## src/rtl/vga_char_pkg.sv

```systemverilog
// Shared constants, stage-1 payload type and the 8x16 hex font for the character banner.
package vga_char_pkg;

    localparam int unsigned H_VALID  = 640;
    localparam int unsigned V_VALID  = 480;
    localparam int unsigned GLYPH_W  = 8;
    localparam int unsigned GLYPH_H  = 16;
    localparam int unsigned COORD_W  = 10;
    localparam int unsigned COLOR_W  = 16;
    localparam int unsigned CODE_W   = 4;
    localparam int unsigned ROM_AW   = 8;

    localparam logic [COLOR_W-1:0] RGB565_BLACK   = 16'h0000;
    localparam logic [COLOR_W-1:0] RGB565_WHITE   = 16'hFFFF;
    localparam logic [COLOR_W-1:0] RGB565_RED     = 16'hF800;
    localparam logic [COLOR_W-1:0] RGB565_GREEN   = 16'h07E0;
    localparam logic [COLOR_W-1:0] RGB565_BLUE    = 16'h001F;
    localparam logic [COLOR_W-1:0] RGB565_YELLOW  = 16'hFFE0;
    localparam logic [COLOR_W-1:0] RGB565_CYAN    = 16'h07FF;
    localparam logic [COLOR_W-1:0] RGB565_MAGENTA = 16'hF81F;

    // Stage-1 pipeline payload carried to the pixel output stage.
    typedef struct packed {
        logic                 in_area;
        logic [ROM_AW-1:0]    rom_addr;
        logic [2:0]           bit_sel;
        logic [COLOR_W-1:0]   fg;
    } stage1_t;

    // Glyphs '0'-'9','A'-'F'; 16 rows each, MSB is the leftmost pixel.
    localparam logic [7:0] HEX_FONT [0:255] = '{
        8'h00, 8'h00, 8'h7C, 8'hC6, 8'hC6, 8'hCE, 8'hDE, 8'hF6, 8'hE6, 8'hC6, 8'hC6, 8'h7C, 8'h00, 8'h00, 8'h00, 8'h00,
        8'h00, 8'h00, 8'h18, 8'h38, 8'h78, 8'h18, 8'h18, 8'h18, 8'h18, 8'h18, 8'h18, 8'h7E, 8'h00, 8'h00, 8'h00, 8'h00,
        8'h00, 8'h00, 8'h7C, 8'hC6, 8'h06, 8'h0C, 8'h18, 8'h30, 8'h60, 8'hC0, 8'hC6, 8'hFE, 8'h00, 8'h00, 8'h00, 8'h00,
        8'h00, 8'h00, 8'h7C, 8'hC6, 8'h06, 8'h06, 8'h3C, 8'h06, 8'h06, 8'h06, 8'hC6, 8'h7C, 8'h00, 8'h00, 8'h00, 8'h00,
        8'h00, 8'h00, 8'h0C, 8'h1C, 8'h3C, 8'h6C, 8'hCC, 8'hFE, 8'h0C, 8'h0C, 8'h0C, 8'h1E, 8'h00, 8'h00, 8'h00, 8'h00,
        8'h00, 8'h00, 8'hFE, 8'hC0, 8'hC0, 8'hC0, 8'hFC, 8'h06, 8'h06, 8'h06, 8'hC6, 8'h7C, 8'h00, 8'h00, 8'h00, 8'h00,
        8'h00, 8'h00, 8'h38, 8'h60, 8'hC0, 8'hC0, 8'hFC, 8'hC6, 8'hC6, 8'hC6, 8'hC6, 8'h7C, 8'h00, 8'h00, 8'h00, 8'h00,
        8'h00, 8'h00, 8'hFE, 8'hC6, 8'h06, 8'h06, 8'h0C, 8'h18, 8'h30, 8'h30, 8'h30, 8'h30, 8'h00, 8'h00, 8'h00, 8'h00,
        8'h00, 8'h00, 8'h7C, 8'hC6, 8'hC6, 8'hC6, 8'h7C, 8'hC6, 8'hC6, 8'hC6, 8'hC6, 8'h7C, 8'h00, 8'h00, 8'h00, 8'h00,
        8'h00, 8'h00, 8'h7C, 8'hC6, 8'hC6, 8'hC6, 8'h7E, 8'h06, 8'h06, 8'h06, 8'h0C, 8'h78, 8'h00, 8'h00, 8'h00, 8'h00,
        8'h00, 8'h00, 8'h10, 8'h38, 8'h6C, 8'hC6, 8'hC6, 8'hFE, 8'hC6, 8'hC6, 8'hC6, 8'hC6, 8'h00, 8'h00, 8'h00, 8'h00,
        8'h00, 8'h00, 8'hFC, 8'h66, 8'h66, 8'h66, 8'h7C, 8'h66, 8'h66, 8'h66, 8'h66, 8'hFC, 8'h00, 8'h00, 8'h00, 8'h00,
        8'h00, 8'h00, 8'h3C, 8'h66, 8'hC2, 8'hC0, 8'hC0, 8'hC0, 8'hC0, 8'hC2, 8'h66, 8'h3C, 8'h00, 8'h00, 8'h00, 8'h00,
        8'h00, 8'h00, 8'hF8, 8'h6C, 8'h66, 8'h66, 8'h66, 8'h66, 8'h66, 8'h66, 8'h6C, 8'hF8, 8'h00, 8'h00, 8'h00, 8'h00,
        8'h00, 8'h00, 8'hFE, 8'h66, 8'h62, 8'h68, 8'h78, 8'h68, 8'h60, 8'h62, 8'h66, 8'hFE, 8'h00, 8'h00, 8'h00, 8'h00,
        8'h00, 8'h00, 8'hFE, 8'h66, 8'h62, 8'h68, 8'h78, 8'h68, 8'h60, 8'h60, 8'h60, 8'hF0, 8'h00, 8'h00, 8'h00, 8'h00
    };

endpackage

```

## src/rtl/vga_glyph_rom.sv

```systemverilog
// Combinational 256x8 glyph lookup: address = code*16 + row.
module vga_glyph_rom (
    input  logic [7:0] rom_addr,
    output logic [7:0] rom_data_c
);
    import vga_char_pkg::*;

    // Plain table read; synthesises to a small ROM / LUT tree.
    always_comb begin
        rom_data_c = HEX_FONT[rom_addr];
    end

endmodule

```

## src/rtl/vga_char_banner.sv

```systemverilog
// Scrolling hex-character banner overlay with a 2-stage pixel pipeline.
// Optional blink feature enabled by defining VGA_CHAR_BANNER_BLINK_EN.
module vga_char_banner #(
    parameter int unsigned NUM_CHARS   = 3,
    parameter int unsigned SCALE       = 4,
    parameter int unsigned START_X     = 324,
    parameter int unsigned START_Y     = 208,
    parameter logic [15:0] BG_COLOR    = 16'hFFFF,
    parameter int unsigned SCROLL_DIV  = 2,
    parameter int unsigned SCROLL_STEP = 1
`ifdef VGA_CHAR_BANNER_BLINK_EN
    ,
    parameter int unsigned BLINK_FRAMES = 30
`endif
) (
    input  logic                   vga_clk,
    input  logic                   sys_rst_n,
    input  logic [9:0]             pix_x,
    input  logic [9:0]             pix_y,
    input  logic [NUM_CHARS*4-1:0] char_codes,
    input  logic [15:0]            fg_color,
    input  logic                   scroll_en,
    output logic [15:0]            pix_data,
    output logic                   frame_end
);
    import vga_char_pkg::*;

    localparam int unsigned SCALE_LOG2  = $clog2(SCALE);
    localparam int unsigned TOTAL_WIDTH = NUM_CHARS * GLYPH_W * SCALE;
    localparam int unsigned BANNER_H    = GLYPH_H * SCALE;
    localparam logic [10:0] H_VALID_W   = 11'(H_VALID);
    localparam logic [10:0] START_X_W   = 11'(START_X % H_VALID);
    localparam logic [10:0] START_Y_W   = 11'(START_Y);
    localparam logic [10:0] Y_END_W     = 11'(START_Y + BANNER_H);
    localparam logic [10:0] TOTAL_W     = 11'(TOTAL_WIDTH);
    localparam logic [10:0] STEP_W      = 11'(SCROLL_STEP);
    localparam logic [7:0]  DIV_LAST    = 8'(SCROLL_DIV - 1);
    localparam logic [9:0]  X_LAST      = 10'(H_VALID - 1);
    localparam logic [9:0]  Y_LAST      = 10'(V_VALID - 1);

    if (SCALE != 1 && SCALE != 2 && SCALE != 4 && SCALE != 8) begin : g_bad_scale
        $error("SCALE must be 1, 2, 4 or 8");
    end

    logic [9:0]  x_ofs;
    logic [7:0]  fcnt;
    logic        blink_vis;
    stage1_t     s1_q;

    logic [10:0] pos_sum_c;
    logic [10:0] pos_c;
    logic [10:0] rel_x_c;
    logic [10:0] y_ofs_c;
    logic [10:0] char_idx_c;
    logic [3:0]  code_c;
    logic [3:0]  row_c;
    logic [2:0]  bit_sel_c;
    logic        in_area_c;
    logic [10:0] x_ofs_sum_c;
    logic [9:0]  x_ofs_next_c;
    logic [7:0]  rom_data_c;

    // Banner position, wrapped relative column and glyph address decode.
    always_comb begin
        pos_sum_c  = START_X_W + {1'b0, x_ofs};
        pos_c      = (pos_sum_c >= H_VALID_W) ? (pos_sum_c - H_VALID_W) : pos_sum_c;
        rel_x_c    = ({1'b0, pix_x} >= pos_c) ? ({1'b0, pix_x} - pos_c)
                                              : ({1'b0, pix_x} + H_VALID_W - pos_c);
        y_ofs_c    = {1'b0, pix_y} - START_Y_W;
        in_area_c  = (rel_x_c < TOTAL_W) && ({1'b0, pix_y} >= START_Y_W)
                     && ({1'b0, pix_y} < Y_END_W) && blink_vis;
        char_idx_c = rel_x_c >> (3 + SCALE_LOG2);
        bit_sel_c  = 3'(rel_x_c >> SCALE_LOG2);
        row_c      = 4'(y_ofs_c >> SCALE_LOG2);
        code_c     = '0;
        for (int unsigned i = 0; i < NUM_CHARS; i++) begin
            if (char_idx_c == 11'(i)) begin
                code_c = char_codes[i*4 +: 4];
            end
        end
    end

    // Next scroll offset, kept within one line width.
    always_comb begin
        x_ofs_sum_c  = {1'b0, x_ofs} + STEP_W;
        x_ofs_next_c = (x_ofs_sum_c >= H_VALID_W) ? 10'(x_ofs_sum_c - H_VALID_W)
                                                  : 10'(x_ofs_sum_c);
    end

    vga_glyph_rom u_rom (
        .rom_addr   (s1_q.rom_addr),
        .rom_data_c (rom_data_c)
    );

    // Stage 1: capture area flag, ROM address, bit select and colour.
    always_ff @(posedge vga_clk or negedge sys_rst_n) begin
        if (!sys_rst_n) begin
            s1_q <= '0;
        end else begin
            s1_q.in_area  <= in_area_c;
            s1_q.rom_addr <= {code_c, row_c};
            s1_q.bit_sel  <= bit_sel_c;
            s1_q.fg       <= fg_color;
        end
    end

    // Stage 2: pixel colour and end-of-frame pulse.
    always_ff @(posedge vga_clk or negedge sys_rst_n) begin
        if (!sys_rst_n) begin
            pix_data  <= BG_COLOR;
            frame_end <= 1'b0;
        end else begin
            pix_data  <= (s1_q.in_area && rom_data_c[3'd7 - s1_q.bit_sel]) ? s1_q.fg : BG_COLOR;
            frame_end <= (pix_x == X_LAST) && (pix_y == Y_LAST);
        end
    end

    // Frame divider and scroll offset; both advance only on frame_end.
    always_ff @(posedge vga_clk or negedge sys_rst_n) begin
        if (!sys_rst_n) begin
            fcnt  <= '0;
            x_ofs <= '0;
        end else if (frame_end) begin
            if (fcnt == DIV_LAST) begin
                fcnt <= '0;
                if (scroll_en) begin
                    x_ofs <= x_ofs_next_c;
                end
            end else begin
                fcnt <= fcnt + 8'd1;
            end
        end
    end

`ifdef VGA_CHAR_BANNER_BLINK_EN
    localparam int unsigned BLINK_W    = (BLINK_FRAMES > 1) ? $clog2(BLINK_FRAMES) : 1;
    localparam logic [BLINK_W-1:0] BLINK_LAST = BLINK_W'(BLINK_FRAMES - 1);

    logic [BLINK_W-1:0] bcnt;

    // Blink counter: flip visibility every BLINK_FRAMES frames.
    always_ff @(posedge vga_clk or negedge sys_rst_n) begin
        if (!sys_rst_n) begin
            bcnt      <= '0;
            blink_vis <= 1'b1;
        end else if (frame_end) begin
            if (bcnt == BLINK_LAST) begin
                bcnt      <= '0;
                blink_vis <= ~blink_vis;
            end else begin
                bcnt <= bcnt + 1'b1;
            end
        end
    end
`else
    assign blink_vis = 1'b1;
`endif

endmodule

```

## config.mk

```make
export PLATFORM = sky130hd
export DESIGN_NAME = vga_char_banner
export DESIGN_NICKNAME = d
export VERILOG_FILES = /design/src/rtl/vga_char_pkg.sv /design/src/rtl/vga_glyph_rom.sv /design/src/rtl/vga_char_banner.sv
export SDC_FILE = /design/constraint.sdc
export NUM_CORES = 1
export LEC_CHECK = 0
export CORE_MARGIN = 2
export CORE_UTILIZATION = 50
export DETAILED_ROUTE_END_ITERATION = 7
export PLACE_DENSITY_LB_ADDON = 0.08
export SETUP_SLACK_MARGIN = 0.5
export SYNTH_ARGS = -nofsm -noshare
export SYNTH_HDL_FRONTEND = slang
export SYNTH_HIERARCHICAL = 1
export SYNTH_SLANG_ARGS = --single-unit
```

## constraint.sdc

```tcl
create_clock -name vga_clk -period 7.1 [get_ports vga_clk]
set_input_delay 1.42 -clock vga_clk [delete_from_list [all_inputs] [get_ports vga_clk]]
set_output_delay 1.42 -clock vga_clk [all_outputs]
set_load 0.03 [all_outputs]
```

======== Word level (Yosys, flattened, before mapping) ========
Memory sizes are Yosys's and may differ from the RTL's.
Cells that the tools add are included.
word-level totals
  register bits after elaboration ......... 63
  bits of input ports ..................... 51
  word-level logic and storage cells ...... 51
  memory bits (read-only) ................. 2048
  bits in writable memories ............... 0
  latch bits .............................. 0
  memories ................................ 1
  output and inout bits ................... 17
cells by class
  shifts and indexed selects .............. 0
  div/mod/pow operators ................... 0
  muxes and demuxes ....................... 12
  order comparisons ....................... 8
  add/sub/neg operators ................... 10
  reductions and logical operators ........ 6
  $mul .................................... 0
  bitwise logic cells ..................... 1
  eq/ne operators ......................... 5
memories
  name             words  bits a word  rd ports  clocked after Yosys merged registers in  write ports  line                 source
  (no name shown)  256    8            1         0                                        0            vga_glyph_rom.sv:10  rom_data_c = HEX_FONT[rom_addr];
operators by type and width
  cell                                                                           number
  8-bit two-way mux                                                              3
  11-bit by 10-bit >= comparator with 1-bit output, second input constant        2
  11-bit two-way mux                                                             2
  16-bit two-way mux                                                             1
  4-bit two-way mux                                                              3
  10-bit by 1-bit adder with 11-bit output, second input constant                1
  10-bit by 10-bit adder with 11-bit output, second input constant               1
  9-bit by 10-bit adder with 11-bit output, first input constant                 1
  10-bit by 11-bit >= comparator with 1-bit output                               1
  11-bit logical NOT                                                             1
  11-bit by 7-bit less-than comparator with 1-bit output, second input constant  1
  10-bit by 11-bit subtractor with 11-bit output                                 1
  11-bit by 10-bit subtractor with 11-bit output, second input constant          1
  11-bit subtractor                                                              1
  10-bit equality test, second input constant                                    1
  10-bit by 9-bit equality test with 1-bit output, second input constant         1
  10-bit by 8-bit >= comparator with 1-bit output, second input constant         1
  10-bit by 9-bit less-than comparator with 1-bit output, second input constant  1
  10-bit two-way mux                                                             1
  10-bit subtractor, second input constant                                       1
  9-bit >= comparator, second input constant                                     1
  8-bit inverter with 9-bit output                                               1
  8-bit by 1-bit adder with 8-bit output, second input constant                  1
  8-bit by 1-bit equality test with 1-bit output, second input constant          1
  other kinds (9)                                                                12

======== Depth between registers and ports, before layout ========
Gate-level depths: netlist of run 1.
  word-level depth ........................ 9
  depth in mapped cells ................... 19
  mapped depth without buffers ............ 19

======== Modules after synthesis ========
Netlist of run 1, hierarchy kept.
modules (own cells, without submodules)
  module           area each (µm²)  sequential area each (µm²)  instances  cells each
  vga_char_banner  4132.7           1596.5                      1          409
  vga_glyph_rom    1545.2           0.0                         1          232

======== Least setup slack after synthesis of run 1 ========
No wires, ideal clock.
  path type ............................... reg2reg
  from .................................... register x_ofs[3]
  to ...................................... register, netlist name s1_q[23]
  clock period less this slack ............ 4.414 ns
  arrival ................................. 4.336 ns
  stages on the path, launching flop included .. 19
  slack ................................... 2.686 ns
  required time ........................... 7.022 ns
  cells stage by stage .................... dfrtp_1 > ha_1 > nand3_1 > xnor2_1 > nand2_1 > a2111oi_0 > o22a_1 > a21o_1 > mux2_2 > ha_1 > inv_1 > fa_1 > nor2b_1 > a22oi_1 > o21ai_0 > nor4b_1 > mux2_2 > o22ai_1 > a21boi_1
on the way
  longest elaborated chain between the ends .. 9
  elaborated cells on any way between the ends .. 14
  those cells by class .................... 4 x add/sub; 2 x order compare; 2 x eq/ne; 5 x mux; 1 x reduce/logical
RTL lines
  what                                                                                                                       line                    source
  start: declaration                                                                                                         vga_char_banner.sv:45   logic [9:0] x_ofs;
  start signal: assignment                                                                                                   vga_char_banner.sv:127  x_ofs <= x_ofs_next_c;
  9-bit by 10-bit adder with 11-bit output *                                                                                 vga_char_banner.sv:65   pos_sum_c = START_X_W + {1'b0, x_ofs};
  11-bit by 10-bit subtractor with 11-bit output / 11-bit by 10-bit >= comparator with 1-bit output (equally long branches)  vga_char_banner.sv:66   pos_c = (pos_sum_c >= H_VALID_W) ? (pos_sum_c - H_VALID_W) : pos_sum_c;
  11-bit two-way mux *                                                                                                       vga_char_banner.sv:66
  11-bit subtractor (tied with other cells)                                                                                  vga_char_banner.sv:68   : ({1'b0, pix_x} + H_VALID_W - pos_c);
  11-bit two-way mux *                                                                                                       vga_char_banner.sv:67   rel_x_c = ({1'b0, pix_x} >= pos_c) ? ({1'b0, pix_x} - pos_c)
  11-bit logical NOT                                                                                                         vga_char_banner.sv:77   if (char_idx_c == 11'(i)) begin
  4-bit two-way mux (2 in series)                                                                                            vga_char_banner.sv:77
  4-bit two-way mux *                                                                                                        vga_char_banner.sv:77
  via code_c[0]                                                                                                              vga_char_banner.sv:55   logic [3:0] code_c;
The timed path passes the listed nets; every way through them passes the cells marked *.
A chain may end at the register's enable or synchronous reset.

======== Worst setup path after layout of run 1 ========
  from .................................... register x_ofs[2]
  to ...................................... register, netlist name s1_q[24]
on the way
  longest elaborated chain between the ends .. 9
  elaborated cells on any way between the ends .. 14
  those cells by class .................... 4 x add/sub; 2 x order compare; 2 x eq/ne; 5 x mux; 1 x reduce/logical
RTL lines
  what                                                                                                                       line
  9-bit by 10-bit adder with 11-bit output *                                                                                 vga_char_banner.sv:65
  11-bit by 10-bit subtractor with 11-bit output / 11-bit by 10-bit >= comparator with 1-bit output (equally long branches)  vga_char_banner.sv:66
  11-bit two-way mux *                                                                                                       vga_char_banner.sv:66
  11-bit subtractor (tied with other cells)                                                                                  vga_char_banner.sv:68
  11-bit two-way mux *                                                                                                       vga_char_banner.sv:67
  11-bit logical NOT                                                                                                         vga_char_banner.sv:77
  4-bit two-way mux (2 in series)                                                                                            vga_char_banner.sv:77
  4-bit two-way mux *                                                                                                        vga_char_banner.sv:77
  via code_c[1]                                                                                                              vga_char_banner.sv:55
Marked as above.

==> results of run 1 <==
-- logic make-up after synthesis --
family / synth area share [%]
adder cells (fa/ha/maj): 11.9
multiplexers: 3.48
other: 0.0660
XOR/XNOR: 5.69
buffers and inverters: 7.14
AND/OR/NAND/NOR: 19.9
flip-flops: 28.1
AO/OA/AOI/OAI: 23.8
-- worst register-to-register path, cell delays in order (launching register included) --
cell,delay [ns]
dfrtp_1,0.66
ha_1,0.38
nand3_1,0.13
xnor2_1,0.25
nand2_1,0.08
a2111oi_0,0.37
o22a_1,0.22
a21o_1,0.12
xnor2_1,0.17
inv_1,0.13
fa_1,0.63
or4b_1,0.15
a21oi_1,0.04
nor4_1,0.50
nor2_1,0.11
nor4b_1,0.39
mux2_2,0.38
o22ai_1,0.26
a21boi_1,0.22
-- power breakdown --
part | switching [mW] | internal (mW)
Clock | 0.159 | 0.272
Sequential | 0.00733 | 0.369
Combinational | 0.136 | 0.107
Total | 0.303 | 0.748
-- cell usage after synthesis, types with 5 or more instances --
| master | count |
|---|---|
| o21ai_0 | 33 |
| xnor2_1 | 24 |
| fa_1 | 8 |
| mux2_2 | 5 |
| mux2i_1 | 6 |
| nor4_1 | 6 |
| nor2b_1 | 12 |
| and3_1 | 8 |
| nand2_1 | 61 |
| o22ai_1 | 6 |
| a21o_1 | 5 |
| a221oi_1 | 5 |
| nand2b_1 | 15 |
| a211oi_1 | 6 |
| dfstp_2 | 16 |
| a22oi_1 | 7 |
| nor2_1 | 29 |
| buf_4 | 5 |
| or2_2 | 16 |
| a31oi_1 | 8 |
| o211ai_1 | 5 |
| o221ai_1 | 11 |
| buf_6 | 7 |
| nand3_1 | 25 |
| buf_2 | 16 |
| ha_1 | 41 |
| clkbuf_1 | 9 |
| dfrtp_1 | 47 |
| inv_1 | 38 |
| a21oi_1 | 33 |
| nand4_1 | 8 |
| xor2_1 | 11 |
-- metal layers --
layer / GRT usage [%] / share of wire, %
met3: 3.79 / 6.6
met2: 40.4 / 49
met5: 0 / 0
met4: 10.9 / 2.5
met1: 31.7 / 42
-- per-stage QoR --
step	total power, mW	instances
after floorplan	0.547	641
after global placement	0.620	814
after detailed placement	0.621	814
after CTS	1.06	830
after global routing	1.10	830
final	1.05	830
-- registers in the layout (all words and copies together), names as in the netlist --
register	flops
s1_q	28
fcnt	8
pix_data	16
x_ofs	10
frame_end	1
-- worst paths after layout --
path / start / endpoint / slack, ns / cells past startpoint
worst max-delay path: x_ofs[2]$_DFFE_PN0P_ / s1_q[24]$_DFF_PN0_ / 1.82 / 18
worst min-delay path: s1_q[0]$_DFF_PN0_ / pix_data[0]$_DFF_PN1_ / 0.43 / 1
worst max register to register: x_ofs[2]$_DFFE_PN0P_ / s1_q[24]$_DFF_PN0_ / 1.82 / 18
worst min register to register: s1_q[0]$_DFF_PN0_ / pix_data[0]$_DFF_PN1_ / 0.43 / 1
max in group asynchronous: sys_rst_n / x_ofs[4]$_DFFE_PN0P_ / 5.33 / 2
min in group asynchronous: sys_rst_n / s1_q[23]$_DFF_PN0_ / 1.23 / 2
-- placed cells by master (no fill, tap or decap), types with 7 or more instances in the layout --
master / synthesis / routed
clkdlybuf4s50_1: 0 / 66
nand2_1: 61 / 61
dfrtp_1: 47 / 47
ha_1: 41 / 41
inv_1: 38 / 38
a21oi_1: 33 / 33
o21ai_0: 33 / 33
nor2_1: 29 / 29
nand3_1: 25 / 25
xnor2_1: 24 / 24
or2_2: 16 / 16
dfstp_2: 16 / 16
nand2b_1: 15 / 15
nor2b_1: 12 / 12
xor2_1: 11 / 11
o221ai_1: 11 / 11
clkbuf_16: 0 / 9
a31oi_1: 8 / 8
and3_1: 8 / 8
nand4_1: 8 / 8
fa_1: 8 / 8
a22oi_1: 7 / 7
-- cell type report --
type | count | area (µm²) | share of cell area [%]
clock buffers | 9 | 225 | 3.41
clock inverters | 7 | 72.6 | 1.10
inverters | 40 | 150 | 2.28
multi-input cells | 499 | 3680 | 55.7
flip-flops and latches | 63 | 1600 | 24.2
well taps | 140 | 175 | 2.65
repair buffers | 72 | 703 | 10.7
==> impl_metrics.ini, run 1 <==
[cells_and_area]
final_core_util_pct = 60.1
fin_area_mm2 = 0.00660
n_fill_cell = 973
fin_nets = 785
antenna_cells = 0
syn_to_final_growth_pct = 16.2
drive_above_1_share_pct = 12.0

[floorplan]
floorplan.die_area_mm2 = 0.0122
dieHeight_um = 111
die_w_um = 111
start_util_pct = 51.7
num_rows = 38
core_mm2 = 0.0110
io_pins = 68

[clock_network]
ctsLongestPathBuffers = 2
cts_max_level = 3
cts_hold_buf = 0
cts_tree = done
cts-root-buf = clkbuf_16
numCtsBuffers = 9
cts_sinks = 63
post_cts_buffers = 0
clk-insertion-delay-late_ns = 0.33
ctsResizeCount = 0
clk_pin_slew_worst_paths_ns = 0.06

[logic_synthesis]
synth_top_area_share_pct = 20.7
ys_seq_elements = 63
synth_nets = 741
yosysUniqueCellTypes = 95
synth_cells = 641
synth_edf_count = 0
yosys_warnings = 6
synthArstFlopShare_pct = 100
synth_area_per_cell_um2 = 8.86
yosysSeqAreaShare_pct = 28.1
syn_area_mm2 = 0.00568
ys.flop_type = dfrtp_1
yosys.area.top_type = dfrtp_1
synthTopCellsByArea = dfrtp_1 21%, ha_1 9.0%, dfstp_2 7.4%

[grt]
grtUsageTotal_pct = 24.5
gr-total-overflow = 0
grt_start_max_net_pins = 64
antenna_found_initial = 0
grt_pass1_wl_mm = 24.5
grt_pass1_vias = 4931

[routing]
totalWireLength_mm = 14.8
drtPass1Iterations = 5
via_count = 5137
drt_iter0_drc = 365
ant_nets = 0
drc_errors = 0
via_per_inst = 6.19
wl_per_cell_um = 17.9

[critical_path]
path_buf_inv = 1
required_ns = 7.35
critPathArrivalTime_ns = 5.53
slowest_stage = dfrtp_1
cp_cell_sequence = ha_1, nand3_1, xnor2_1, nand2_1, a2111oi_0, o22a_1, a21o_1, xnor2_1, inv_1, fa_1, or4b_1, a21oi_1, nor4_1, nor2_1, nor4b_1, mux2_2, o22ai_1, a21boi_1
cpPeakStageDelay_ns = 0.66
end_kind = flip-flop
criticalPathCategory = reg -> reg
path_max_fanout = 14
cp-start-kind = flip-flop
cp_common_cell = xnor2_1
crit_family = simple AND/OR/NAND/NOR gates

[timing]
setup-tns-final_ns = 0
period_needed_ns = 5.28
setup_ws_ns = 1.82
slew_headroom_pct = 48.1
setup_viol = 0
worst_slew_pin_slew_ns = 0.778
period_share_pct = 74.4
whs_ns = 0.429
hold_viol = 0
slew_viol_final = 0
grt_setup_unrepaired = no
fmax_ghz = 0.189
finalClockSkew_ns = 0.00830

[placement]
place_area_mm2 = 0.00630
hpwlAfterDp_mm = 11.1
pre_cts_slack_ns = 1.88
routabilityCongestion = 0.969
portBuffers = 67

[min_path]
hold_path.class = reg -> reg

[pwr]
powerDensity_mw_per_mm2 = 159
p_leak_nw = 2.72
ir_drop_mv = 0.185

[job]
cap_violations = 0

[run_status]
outcome = finished clean
(Power assumes the default switching activity.)
==> inputs of run 2 (changes only) <==
==> constraint.sdc (replaced) <==
create_clock -name vga_clk -period 4.9 [get_ports vga_clk]
set_input_delay 0.98 -clock vga_clk [delete_from_list [all_inputs] [get_ports vga_clk]]
set_output_delay 0.98 -clock vga_clk [all_outputs]
set_load 0.03 [all_outputs]
==> impl_metrics.ini, run 2 (synthesized netlist as in run 1, its figures left out) <==
[run_status]
outcome = finished clean

[critical_path]
rrSetupSlack_ns = 0.64
critPathArrivalTime_ns = 4.51
criticalPathCategory = reg -> reg
cp-start-kind = flip-flop
rr_startpoint = x_ofs[4]$_DFFE_PN0P_
crit_family = compound AO/OA/AOI/OAI gates
reg2reg_depth = 18
required_ns = 5.15
end_kind = flip-flop
path_buf_inv = 4
path_max_fanout = 8
cp_cell_sequence = buf_6, a41oi_4, buf_4, inv_1, a21oi_1, xnor2_1, a21o_1, xnor2_2, inv_2, fa_2, or4b_4, a21oi_4, nor4_4, nand2_1, nor4b_4, mux2_4, o22ai_4, a21boi_2
slowest_stage = or4b_4
cpPeakStageDelay_ns = 0.52
worst_r2r_endpoint = s1_q[23]$_DFF_PN0_

[job]
cap_violations = 0

[grt]
grtUsageTotal_pct = 24.8
antenna_found_initial = 0
grt_start_max_net_pins = 56
grt_pass1_wl_mm = 25.1
grt_pass1_vias = 5137
gr-total-overflow = 0

[timing]
period_share_pct = 87.0
slew_viol_final = 0
worst_slew_pin_slew_ns = 0.937
finalClockSkew_ns = 0.0115
whs_ns = 0.427
setup_viol = 0
fmax_ghz = 0.235
grt_setup_unrepaired = yes
hold_viol = 0
period_needed_ns = 4.26
setup_ws_ns = 0.639
slew_headroom_pct = 37.5
setup-tns-final_ns = 0

[pwr]
powerDensity_mw_per_mm2 = 222
p_int_mw = 1.10
combinationalPowerShare_pct = 23.3
ir_drop_mv = 0.181
p_leak_nw = 2.89
p_sw_mw = 0.458
p_sw_share_pct = 29.4
clock_power_share_pct = 40.9
power_frac_seq_pct = 35.9

[placement]
portBuffers = 67
placedCellCount = 820
routabilityCongestion = 0.996
pre_cts_slack_ns = -0.0131
place_area_mm2 = 0.00635
hpwlAfterDp_mm = 11.3

[clock_network]
cts_hold_buf = 0
ctsLongestPathBuffers = 2
numCtsBuffers = 9
cts_max_level = 3
cts-root-buf = clkbuf_16
clk_pin_slew_worst_paths_ns = 0.06
cts_sinks = 63
cts_tree = done
clk-insertion-delay-late_ns = 0.33

[min_path]
min_to = pix_data[14]$_DFF_PN1_
hold_start = s1_q[14]$_DFF_PN0_
hold_path.class = reg -> reg
hold_depth = 1

[routing]
drtPass1Iterations = 7
wl_per_cell_um = 18.6
drc_errors = 0
ant_nets = 0
via_count = 5266
via_per_inst = 6.20
totalWireLength_mm = 15.8
drt_iter0_drc = 373

[cells_and_area]
fin_area_mm2 = 0.00702
fin_cells = 849
antenna_cells = 0
regMostFlops = s1_q
final_cell_mix = 66 x clkdlybuf4s50_1, 60 x nand2_1, 44 x dfrtp_1, 38 x ha_1, 36 x inv_1
drive_above_1_share_pct = 19.5
top_regs = s1_q (28), pix_data (16), x_ofs (10)
syn_to_final_growth_pct = 23.6
largest_reg_flops = 28
fin_nets = 804
n_fill_cell = 896
layout_commonest_cell = clkdlybuf4s50_1

[floorplan]
floorplan.die_area_mm2 = 0.0122
die_w_um = 111
start_util_pct = 51.7
dieHeight_um = 111
num_rows = 38
core_mm2 = 0.0110
io_pins = 68
## run 2: cell count changes in the layout (fill, tap and decap cells not counted), sizes merged
| cell | delta |
|---|---|
| buf | +18 |
| clkinv | -1 |
| inv | +1 |
| nand2b | +1 |
## run 2: worst max path at each step
stage,startpoint,end,slack [ns],depth (start not counted)
after floorplan,x_ofs[3]$_DFFE_PN0P_,s1_q[23]$_DFF_PN0_,0.51,18
after global placement,x_ofs[4]$_DFFE_PN0P_,s1_q[23]$_DFF_PN0_,0.26,17
after detailed placement,x_ofs[4]$_DFFE_PN0P_,s1_q[23]$_DFF_PN0_,-0.01,17
after CTS,x_ofs[3]$_DFFE_PN0P_,s1_q[23]$_DFF_PN0_,0.52,17
after global routing,x_ofs[4]$_DFFE_PN0P_,s1_q[23]$_DFF_PN0_,0.45,17
final,x_ofs[4]$_DFFE_PN0P_,s1_q[23]$_DFF_PN0_,0.64,18
## run 2: stage by stage
| stage | total power [mW] | utilization, % |
|---|---|---|
| 4_1_cts | 1.55 | 61.6 |
| 3_3_place_gp | 0.900 | 57.8 |
| 6_report | 1.56 | 63.9 |
| 3_5_place_dp | 0.901 | 57.8 |
| 2_1_floorplan | 0.792 | - |
| 5_1_grt | 1.63 | 63.9 |
## run 2: routing by layer
metal / GRT usage [%] / vias to the layer above / part of all wire [%]
met2: 42.1 / 252 / 49
met4: 9.67 / 0 / 2.8
met3: 5.05 / 44 / 7.8
li1: - / 2459 / -
met5: 0 / - / 0
met1: 31.0 / 2511 / 41
## run 2: final cells by class
| class | instances | area, µm² | area share (%) |
|---|---|---|---|
| multi-input combinational | 500 | 3940 | 56.2 |
| sequential | 63 | 1600 | 22.8 |
| timing repair buffer | 90 | 842 | 12.0 |
| clock buffer | 9 | 225 | 3.21 |
| tap | 140 | 175 | 2.50 |
| inverter | 40 | 150 | 2.14 |
| clock inverter | 7 | 80.1 | 1.14 |
## run 2: power by group through the flow
| stage | combinational (mW) | sequential [mW] | clock [mW] |
|---|---|---|---|
| 6_report | 0.362 | 0.558 | 0.636 |
| 5_1_grt | 0.391 | 0.560 | 0.676 |
| 4_1_cts | 0.342 | 0.557 | 0.649 |
| 3_5_place_dp | 0.334 | 0.566 | 0 |
| 3_3_place_gp | 0.334 | 0.566 | 0 |
| 2_1_floorplan | 0.242 | 0.551 | 0 |
## run 2: what timing repair did
action / in CTS / in global routing
setup endpoints to repair: 5 / 5
cloned: 0 / 1
resized for setup: 19 / 33
buffers inserted: 3 / 9
endpoints found under the hold margin: 0 / 0
pin swaps: 4 / 16
==> inputs of run 3 (changes only) <==
--- a/config.mk
+++ b/config.mk
@@ -5,6 +5,7 @@
 export SDC_FILE = /design/constraint.sdc
 export NUM_CORES = 1
 export LEC_CHECK = 0
+export CORE_ASPECT_RATIO = 0.5
 export CORE_MARGIN = 2
 export CORE_UTILIZATION = 50
 export DETAILED_ROUTE_END_ITERATION = 7
==> impl_metrics.ini, run 3 (synthesized netlist as in run 1, its figures left out) <==
[grt]
grt_pass1_vias = 4851
antenna_found_initial = 0
grtUsageTotal_pct = 25.0
grt_pass1_wl_mm = 24.4
grt_start_max_net_pins = 64
gr-total-overflow = 0

[clock_network]
clk-insertion-delay-late_ns = 0.33
ctsLongestPathBuffers = 2
cts-root-buf = clkbuf_16
clk_pin_slew_worst_paths_ns = 0.05
cts_max_level = 3
numCtsBuffers = 9
cts_tree = done
cts_hold_buf = 0
cts_sinks = 63

[cells_and_area]
regMostFlops = s1_q
final_cell_mix = 66 x clkdlybuf4s50_1, 61 x nand2_1, 45 x dfrtp_1, 38 x ha_1, 36 x inv_1
drive_above_1_share_pct = 19.7
fin_area_mm2 = 0.00704
syn_to_final_growth_pct = 24.0
antenna_cells = 0
fin_nets = 812
largest_reg_flops = 28
layout_commonest_cell = clkdlybuf4s50_1
top_regs = s1_q (28), pix_data (16), x_ofs (10)

[timing]
period_needed_ns = 4.23
slew_viol_final = 0
whs_ns = 0.425
setup_viol = 0
fmax_ghz = 0.236
finalClockSkew_ns = 0.00722
grt_setup_unrepaired = no
setup-tns-final_ns = 0
period_share_pct = 86.4
worst_slew_pin_slew_ns = 0.902
setup_ws_ns = 0.668
slew_headroom_pct = 39.9
hold_viol = 0

[routing]
via_per_inst = 6.06
ant_nets = 0
totalWireLength_mm = 15.4
drtPass1Iterations = 5
drt_iter0_drc = 378
via_count = 5227
wl_per_cell_um = 17.8
drc_errors = 0

[job]
cap_violations = 0

[floorplan]
core_mm2 = 0.0110
num_rows = 27
floorplan.die_area_mm2 = 0.0123
io_pins = 68
start_util_pct = 51.6
die_w_um = 155
dieHeight_um = 79.4

[pwr]
p_sw_mw = 0.437
clock_power_share_pct = 41.2
ir_drop_mv = 0.167
p_leak_nw = 2.94
p_sw_share_pct = 28.1
combinationalPowerShare_pct = 23.1
power_frac_seq_pct = 35.7
p_int_mw = 1.12
powerDensity_mw_per_mm2 = 221

[critical_path]
required_ns = 5.16
path_max_fanout = 5
cp-start-kind = flip-flop
end_kind = flip-flop
critPathArrivalTime_ns = 4.49
criticalPathCategory = reg -> reg

[placement]
portBuffers = 67
routabilityCongestion = 0.929
pre_cts_slack_ns = 0.0213
hpwlAfterDp_mm = 10.8
place_area_mm2 = 0.00635

[run_status]
outcome = finished clean

[min_path]
hold_path.class = reg -> reg
==> run 3: cell count changes in the layout (fill, tap and decap cells not counted), moves of 2 or more <==
cell,previous run,this run
inv_6,2,0
buf_4,22,30
clkinv_2,0,2
clkbuf_8,0,2
==> run 3: power by group through the flow <==
stage                     Sequential (mW)  Clock [mW]  Combinational (mW)
after floorplan                     0.551           0               0.242
after global placement              0.563           0               0.338
after detailed placement            0.563           0               0.337
after CTS                           0.555       0.658               0.343
after global routing                0.557       0.683               0.388
final                               0.556       0.640               0.360
==> run 3: repair_timing <==
action	CTS	global route
resized for setup	16	29
setup buffers	3	18
pin swaps	3	12
endpoints found under the setup margin	5	5
==> run 3: critical path, stage by stage, from the launching register on <==
cell,delay (ns)
dfrtp_1,0.43
buf_6,0.16
a41oi_4,0.24
xor2_2,0.13
a2111oi_2,0.36
o22a_1,0.21
a21o_1,0.17
mux2_4,0.33
ha_4,0.18
inv_2,0.07
fa_2,0.45
nor2b_4,0.15
a22oi_1,0.18
o21ai_1,0.13
nor4b_4,0.28
mux2_4,0.34
o22ai_4,0.17
a21boi_2,0.18
==> run 3: cell type report <==
class,count,area [µm²]
repair buffers,99,913
clock buffers,11,253
inverters,40,150
fillers,922,3970
well taps,145,181
multi-input cells,499,3890
flip-flops and latches,63,1600
clock inverters,5,56.3
==> run 3: final timing paths <==
path	from	endpoint	slack (ns)	cells after the start
worst max-delay path	x_ofs[3]$_DFFE_PN0P_	s1_q[25]$_DFF_PN0_	0.67	17
worst min-delay path	s1_q[5]$_DFF_PN0_	pix_data[5]$_DFF_PN1_	0.43	1
worst max register to register	x_ofs[3]$_DFFE_PN0P_	s1_q[25]$_DFF_PN0_	0.67	17
worst min register to register	s1_q[5]$_DFF_PN0_	pix_data[5]$_DFF_PN1_	0.43	1
max in group asynchronous	sys_rst_n	x_ofs[4]$_DFFE_PN0P_	3.57	2
min in group asynchronous	sys_rst_n	x_ofs[7]$_DFFE_PN0P_	0.79	2
==> run 3: layer usage <==
layer | share of wire, % | GRT usage, % | routed length [µm] | up-vias
met5 | 0 | 0 | 0 | -
met1 | 43 | 32.3 | 6570 | 2483
met3 | 6.2 | 4.59 | 955 | 43
met4 | 3.4 | 11.8 | 520 | 0
met2 | 48 | 41.3 | 7320 | 213
li1 | - | - | - | 2488
==> run 3: stage by stage <==
step                power (mW)  std cells  util, %
floorplan                0.792        641        -
global placement         0.901        825     57.7
detailed placement       0.901        825     57.7
CTS                       1.56        844     61.4
global route              1.63        862     63.9
finish                    1.56        862     63.9
